===== src/rtl/mem_stage_lsu.sv =====
// Memory-stage load/store unit: drives a request/ready word bus, formats load data,
// stalls the pipeline on wait states and aborts accesses that exceed TIMEOUT cycles.
module mem_stage_lsu #(
   parameter int unsigned TIMEOUT = 16
) (
   input  logic        clk,
   input  logic        rst,
   input  logic [31:0] ALUResult_in,
   input  logic [31:0] WriteData_in,
   input  logic [2:0]  Funct3_in,
   input  logic [1:0]  ResultSrc_in,
   input  logic        MemWrite_in,
   input  logic        RegWrite_in,
   input  logic [4:0]  Rd_in,
   output logic        mem_req,
   output logic        mem_we,
   output logic [31:0] mem_addr,
   output logic [31:0] mem_wdata,
   output logic [3:0]  mem_wstrb,
   input  logic        mem_ready,
   input  logic [31:0] mem_rdata,
   output logic        Stall,
   output logic [31:0] ReadData_out,
   output logic        RegWrite_out,
   output logic        MemFault,
   output logic [31:0] FaultAddr
);

   typedef enum logic [1:0] {StIdle, StWait, StResp} state_e;

   localparam logic [7:0] TimeoutCnt = 8'(TIMEOUT);

   state_e      state_q, state_d;
   logic [7:0]  cnt_q, cnt_d;
   logic [31:0] rdata_q, rdata_d;
   logic [31:0] fault_addr_q, fault_addr_d;
   logic        fault_q, fault_d;

   logic        is_load, is_store, access, is_byte, is_half, is_word;
   logic        misaligned, valid, want_data;
   logic [31:0] lane, load_fmt;
   logic        req, stall, fault_pulse, rw_out;
   logic [31:0] rd_out;
   logic        unused_rd;

   assign unused_rd = ^Rd_in;

   assign is_load    = (ResultSrc_in == 2'b01);
   assign is_store   = MemWrite_in;
   assign access     = is_load | is_store;
   assign want_data  = is_load & ~is_store;
   assign is_byte    = (Funct3_in == 3'b000) || (Funct3_in == 3'b100);
   assign is_half    = (Funct3_in == 3'b001) || (Funct3_in == 3'b101);
   assign is_word    = ~is_byte & ~is_half;
   assign misaligned = access & ((is_half & ALUResult_in[0]) | (is_word & (|ALUResult_in[1:0])));
   assign valid      = access & ~misaligned;

   assign mem_we   = is_store;
   assign mem_addr = {ALUResult_in[31:2], 2'b00};

   always_comb begin
      mem_wdata = WriteData_in;
      mem_wstrb = 4'b0000;
      if (is_store) begin
         if (is_byte) begin
            mem_wdata = {4{WriteData_in[7:0]}};
            mem_wstrb = 4'b0001 << ALUResult_in[1:0];
         end else if (is_half) begin
            mem_wdata = {2{WriteData_in[15:0]}};
            mem_wstrb = ALUResult_in[1] ? 4'b1100 : 4'b0011;
         end else begin
            mem_wstrb = 4'b1111;
         end
      end
   end

   // Aligned accesses only, so a byte-granular shift also serves halfwords.
   assign lane = mem_rdata >> {ALUResult_in[1:0], 3'b000};

   always_comb begin
      case (Funct3_in)
         3'b000:  load_fmt = {{24{lane[7]}}, lane[7:0]};
         3'b100:  load_fmt = {24'b0, lane[7:0]};
         3'b001:  load_fmt = {{16{lane[15]}}, lane[15:0]};
         3'b101:  load_fmt = {16'b0, lane[15:0]};
         default: load_fmt = mem_rdata;
      endcase
   end

   always_comb begin
      state_d      = state_q;
      cnt_d        = cnt_q;
      rdata_d      = rdata_q;
      fault_d      = fault_q;
      fault_addr_d = fault_addr_q;
      req          = 1'b0;
      stall        = 1'b0;
      fault_pulse  = 1'b0;
      rd_out       = 32'b0;
      rw_out       = RegWrite_in;
      unique case (state_q)
         StIdle: begin
            if (misaligned) begin
               fault_pulse  = 1'b1;
               fault_addr_d = ALUResult_in;
               rw_out       = 1'b0;
            end else if (valid) begin
               req = 1'b1;
               if (mem_ready) begin
                  if (want_data) rd_out = load_fmt;
               end else begin
                  stall   = 1'b1;
                  rw_out  = 1'b0;
                  cnt_d   = 8'd1;
                  state_d = StWait;
               end
            end
         end
         StWait: begin
            req    = 1'b1;
            stall  = 1'b1;
            rw_out = 1'b0;
            if (mem_ready) begin
               rdata_d = want_data ? load_fmt : 32'b0;
               state_d = StResp;
            end else if (cnt_q == TimeoutCnt) begin
               fault_d      = 1'b1;
               fault_addr_d = ALUResult_in;
               state_d      = StResp;
            end else begin
               cnt_d = cnt_q + 8'd1;
            end
         end
         StResp: begin
            rd_out      = fault_q ? 32'b0 : rdata_q;
            fault_pulse = fault_q;
            rw_out      = RegWrite_in & ~fault_q;
            fault_d     = 1'b0;
            cnt_d       = 8'd0;
            state_d     = StIdle;
         end
         default: state_d = StIdle;
      endcase
   end

   // Reset must silence the bus and pipeline controls without waiting for a clock.
   assign mem_req      = rst & req;
   assign Stall        = rst & stall;
   assign MemFault     = rst & fault_pulse;
   assign ReadData_out = rst ? rd_out : 32'b0;
   assign RegWrite_out = rst & rw_out;
   assign FaultAddr    = fault_addr_q;

   always_ff @(posedge clk or negedge rst) begin
      if (!rst) begin
         state_q      <= StIdle;
         cnt_q        <= 8'd0;
         rdata_q      <= 32'b0;
         fault_q      <= 1'b0;
         fault_addr_q <= 32'b0;
      end else begin
         state_q      <= state_d;
         cnt_q        <= cnt_d;
         rdata_q      <= rdata_d;
         fault_q      <= fault_d;
         fault_addr_q <= fault_addr_d;
      end
   end

endmodule


===== config.mk =====
export PLATFORM = sky130hd
export DESIGN_NAME = mem_stage_lsu
export DESIGN_NICKNAME = d
export VERILOG_FILES = /design/src/rtl/mem_stage_lsu.sv
export SDC_FILE = /design/constraint.sdc
export NUM_CORES = 1
export LEC_CHECK = 0
export BUFFER_PORTS_ARGS = -buffer_cell sky130_fd_sc_hd__buf_2
export CORE_UTILIZATION = 43
export CTS_CLUSTER_SIZE = 25
export DETAILED_ROUTE_END_ITERATION = 6
export GPL_TIMING_DRIVEN = 0
export HOLD_SLACK_MARGIN = 0.08
export PLACE_DENSITY = 0.78
export SETUP_SLACK_MARGIN = 0.3
export SLEW_MARGIN = 20
export SYNTH_ARGS = -nofsm -noshare
export SYNTH_HDL_FRONTEND = slang
export SYNTH_SLANG_ARGS = --single-unit

===== constraint.sdc =====
create_clock -name clk -period 2.1 [get_ports clk]
set_clock_uncertainty 0.05 [all_clocks]
set_input_delay 0.21 -clock clk [delete_from_list [all_inputs] [get_ports clk]]
set_output_delay 0.21 -clock clk [all_outputs]
set_load 0.01 [all_outputs]

* Word level (Yosys, flattened, before mapping)
Index checks and enable logic that the tools add are counted.
** Operators by class
- Shifts and indexed selects :: 2
- Equality and inequality tests :: 15
- Add/subtract/negate cells :: 1
- Mux-type cells :: 47
- Reductions and logical operators :: 13
- Bitwise logic cells :: 18
** Operators by type and width (number)
- $mux 32 :: 12
- $pmux 32 s2 :: 2
- $pmux 32 s4 :: 1
- $mux 8 :: 5
- $shr 32x5->16 :: 1
- $pmux 8 s3 :: 1
- $mux 4 :: 4
- $ne 2x2->1 const B :: 7
- $and 1x1->1 :: 11
- $mux 1 :: 11
- $mux 2 :: 5
- $add 8x1->8 const B :: 1
- $eq 8x5->1 const B :: 1
- $pmux 1 s2 :: 4
- $reduce_and 4->1 :: 2
- $eq 3x3->1 const B :: 2
- $reduce_and 6->1 :: 1
- $not 1->1 :: 5
- $eq 2x1->1 const B :: 2
- $pmux 2 s2 :: 1
- $reduce_bool 2->1 :: 2
- $shl 1x2->4 const A :: 1
- $eq 3x1->1 const B :: 1
- $logic_not 3->1 :: 1
- other kinds (10) :: 12
** Storage, ports and cells
- Bits of input ports :: 111
- Register bits after elaboration :: 75

* Logic depth before layout (Yosys ltp)
- Word-level depth :: 13
- Mapped depth :: 9

* Least setup slack after synthesis
No wires, ideal clock.
- Path kind :: register to register
- From :: register state_q[1]
- To :: register rdata_q[29]
- Slack :: 2 ps
- Setup time :: 66 ps
- Data required time :: 1984 ps
- Arrival :: 1982 ps
- Cell stages (with the launch flop) :: 8
- Period minus slack after synthesis :: 2098 ps
- Buffers on the path :: 2
- Cell sequence :: dfrtp_1 inv_1 ha_1 buf_2 nand2_1 nor4_1 clkbuf_1 a221o_1
** Between the ends
- Longest elaborated chain between the ends :: 2
** RTL lines
- from (decl) :: line 33 : state_e state_q, state_d;
- from (signal assigned) :: line 156 : state_q <= StIdle;
- from (signal assigned) :: line 162 : state_q <= state_d;
- $eq 2x1->1 :: line 101 : unique case (state_q)
- $reduce_and 2->1 (no line)
- to (signal assigned) :: line 164 : rdata_q <= rdata_d;
- to (decl) :: line 35 : logic [31:0] rdata_q, rdata_d;
No other way between the ends.
A chain may end at the register's enable or synchronous reset.

* Worst setup path in the final report
- From :: input ResultSrc_in[1]
- To :: output ReadData_out[16]
** Between the ends
- Longest elaborated chain between the ends :: 9
- Elaborated cells between the ends (all ways) :: 12
- Those cells by class :: 1 x eq/ne; 6 x mux; 5 x bitwise
** RTL lines
- from (decl) :: line 11 : input logic [1:0] ResultSrc_in,
- $eq 2x1->1 * :: line 48 : assign is_load = (ResultSrc_in == 2'b01);
- $or 1x1->1 :: line 50 : assign access = is_load | is_store;
- $and 1x1->1 :: line 55 : assign misaligned = access & ((is_half & ALUResult_in[0]) | (is_word & (|ALUResult_in[1:0])));
- $not 1->1 :: line 56 : assign valid = access & ~misaligned;
- $and 1x1->1 :: line 56
- $mux 32 :: line 107 : end else if (valid) begin
- $mux 32 * :: line 103 : if (misaligned) begin
- $pmux 32 s2 * :: line 101
- $mux 32 * :: line 150 : assign ReadData_out = rst ? rd_out : 32'b0;
- to (decl) :: line 23 : output logic [31:0] ReadData_out,
Every way passes the cells marked *; elsewhere a longest branch is shown, timed or not.

==> results.txt <==
IO buf count = 236
top_reg_cell synth = dfrtp_1
Synth warnings = 0
layout cell share with drive strength beyond 1 = 0.6013
drt drc = 16
row count = 39
GRT Total Usage = 0.3211
global route overflow = 0
synth unique cells = 58
die area = 12560 um2
WP data required = 1.84 ns
final period utilization = 1.136
Slew Limit Fails = 0
DP HPWL = 13.16 mm
worst r2r src = state_q[0]$_DFFE_PN0P_
Power Density = 956.4 nW/um2
Worst VDD drop = 0.4565 mV
Synth-to-Final Area Change = 68.65%
Post-synth EDFFs = 0
Setup CP Type = input pin to output port
clk sinks = 75
first-pass GRT wire length = 31.50 mm
Final nets = 1010
R2R setup slack = -0.10 ns
Fin. Hold Viols = 0
Max Root-Sink Buffers = 2
H-tree Lvls = 3
Slew HR = 0.5431
Async S/R FF share, synth = 1.000
hold crit path type = input pin to register
reg2reg end = rdata_q[27]$_DFFE_PN0P_
initial antenna violation count = 0
post-synthesis cell area = 5209 um2
register area share after synthesis = 0.3603
Post-DRT Antenna Nets = 0
Fin Setup TNS = -8.023 ns
Worst Setup SP = ResultSrc_in[1]
I/O Pins = 248
LEAKAGE = 4.333 nW
outcome = complete, but fails checks
Setup WS pre-CTS = -0.3801 ns
Vias = 6191
Mapped Avg Cell Area = 9.453 um2
crit-path max FO = 7
Clock Latency Late Sink = 0.34 ns
Synth Instances = 551
post-route design area = 8785 um2
initial core utilization = 0.4485
Final Wtd Congestion = 0.9298
pin count of the biggest net entering global routing = 51
Synth Area in Compound Gates = 0.2529
Reg clk slew, reported paths = 0.06 ns
critical path startpoint category = input pin
Final Setup Violations = 55
total of max-cap violations = 0
Worst Slack Setup Final = -0.2847 ns
RSZ-0062 raised after global routing = yes
Die H = 112.1 um
crit path capture type = output port
CTS root buf = clkbuf_16
failing checks = design-rule violations, negative setup slack
FF+latch count, synth = 75
Tightest Pin Transition = 0.6853 ns
core area = 11610 um2
CTS tree = done
DRT Wirelength = 21.41 mm
number of global-route vias before repair = 6001
vias per cell = 5.947
worst path arrival time = 2.12 ns
Placement Cell Area = 6709 um2
adder-cell area share of the yosys netlist = 0.01441
TritonCTS Buffers = 9
Min-Delay Endpoint = FaultAddr[22]$_DFFE_PN0P_
Post-Synth Simple-Gate Area = 0.1153
largest family of logic cells by synthesized area = compound AO/OA/AOI/OAI gates
# diodes = 0
cells on worst reg2reg path = 11
die width = 112.1 um
XOR/XNOR Fraction of Synth Area = 0
router iterations before antenna repair = 7
final worst path period need = 2.385 ns
f_max = 419.3 MHz
hold path depth = 2
HP Start = ALUResult_in[22]
wire length per cell = 20.57 um
multiplexer share of the synthesized area = 0.1482
initial drt markers = 714
==> cells by family (layout without fill, tap and decap cells) <==
logic type | count (synthesis) | in the layout
mux | 69 | 69
other cells | 1 | 2
flops | 75 | 75
fa+ha+maj | 6 | 6
simple gates | 119 | 119
compound gates | 182 | 182
buf+inv | 99 | 445
==> repair_timing <==
action / 4_1_cts / 5_1_grt
setup buffers: 38 / 17
hold endpoints to repair: 49 / 1
gates cloned: 10 / 2
pin swaps: 49 / 29
setup endpoints to repair: 128 / 125
resized for setup: 161 / 62
hold buffers: 25 / 1
==> placed cells by master (no fill, tap or decap), types with 10 or more instances in the layout <==
cell type / netlist / routed
mux2_2: 55 / 37
buf_2: 6 / 235
mux2i_1: 13 / 13
o21ai_1: 2 / 13
o211ai_1: 12 / 12
o21ai_0: 60 / 30
a221o_1: 18 / 18
mux2_4: 0 / 18
a32oi_1: 16 / 16
buf_4: 41 / 73
buf_6: 4 / 27
a22o_1: 19 / 18
o21ai_2: 0 / 17
dlygate4sd3_1: 0 / 25
nand2_1: 59 / 47
buf_8: 0 / 11
dfrtp_1: 75 / 75
nand2b_1: 10 / 10
clkbuf_16: 0 / 18
==> worst max-delay path by stage <==
stage | cells after the start | slack, ns | end
after floorplan | 8 | 0.19 | rdata_q[22]$_DFFE_PN0P_
after global placement | 7 | -0.97 | ReadData_out[31]
after detailed placement | 7 | -0.38 | rdata_q[24]$_DFFE_PN0P_
after CTS | 8 | -0.16 | ReadData_out[15]
after global routing | 7 | -0.32 | ReadData_out[3]
final | 7 | -0.28 | ReadData_out[16]
==> cell usage after synthesis, drive strengths merged, types with 10 or more instances <==
library cell | number | share of area
a21oi | 13 | 0.012
a221o | 18 | 0.035
a22o | 19 | 0.032
a32oi | 16 | 0.027
buf | 52 | 0.074
clkbuf | 30 | 0.022
dfrtp | 75 | 0.36
inv | 16 | 0.012
mux2 | 55 | 0.12
mux2i | 13 | 0.025
nand2 | 59 | 0.043
nand2b | 10 | 0.012
nor2 | 10 | 0.0072
o211ai | 12 | 0.017
o21ai | 62 | 0.060
or2 | 10 | 0.012
==> through the flow <==
stage | hold slack (ns) | power (mW) | instances | util
2_1_floorplan | -0.1356 | 3.955 | 552 | -
3_3_place_gp | 0.4091 | 4.882 | 931 | 0.5751
3_5_place_dp | 0.1221 | 4.967 | 932 | 0.5777
4_1_cts | 0.08038 | 7.792 | 1021 | 0.7226
5_1_grt | 0.08092 | 8.752 | 1041 | 0.7564
6_report | 0.08755 | 8.401 | 1041 | 0.7564
==> report_power, final <==
part	total (mW)	internal [mW]	switching, mW	leakage, nW
registers	2.24	1.95	0.294	0.963
logic	4.65	2.58	2.07	3.24
clock network	1.51	0.819	0.692	0.131
total	8.40	5.35	3.05	4.33
==> layer usage <==
| metal | GRT usage | vias to the layer above | routed length, um |
|---|---|---|---|
| met5 | 0 | - | 0 |
| met4 | 0.1378 | 0 | 788 |
| met3 | 0.06425 | 82 | 1928 |
| met2 | 0.5602 | 473 | 10740 |
| met1 | 0.3858 | 2918 | 7951 |
| li1 | - | 2718 | - |
==> flip-flops by register name, summed over array words and instances (netlist names) <==
name	cells
rdata_q	32
fault_q	1
cnt_q	8
FaultAddr	32
state_q	2
==> final cells by class <==
| type | count | area (um2) |
|---|---|---|
| timing repair buffer | 330 | 2332 |
| fill | 747 | 2829 |
| sequential | 75 | 1877 |
| multi-input combinational | 378 | 3276 |
| buffer | 82 | 765.7 |
| clock buffer | 9 | 225.2 |
| inverter | 17 | 70.07 |
| clock inverter | 7 | 60.06 |
| tap | 143 | 178.9 |
==> worst max-delay path, cell delays in order <==
cell	delay (ns)
buf_2	0.10
nand2b_1	0.40
nor3_1	0.66
nand2_4	0.22
buf_4	0.21
o21ai_1	0.15
buf_2	0.16
Note: power is estimated with default switching activity, not from simulation.
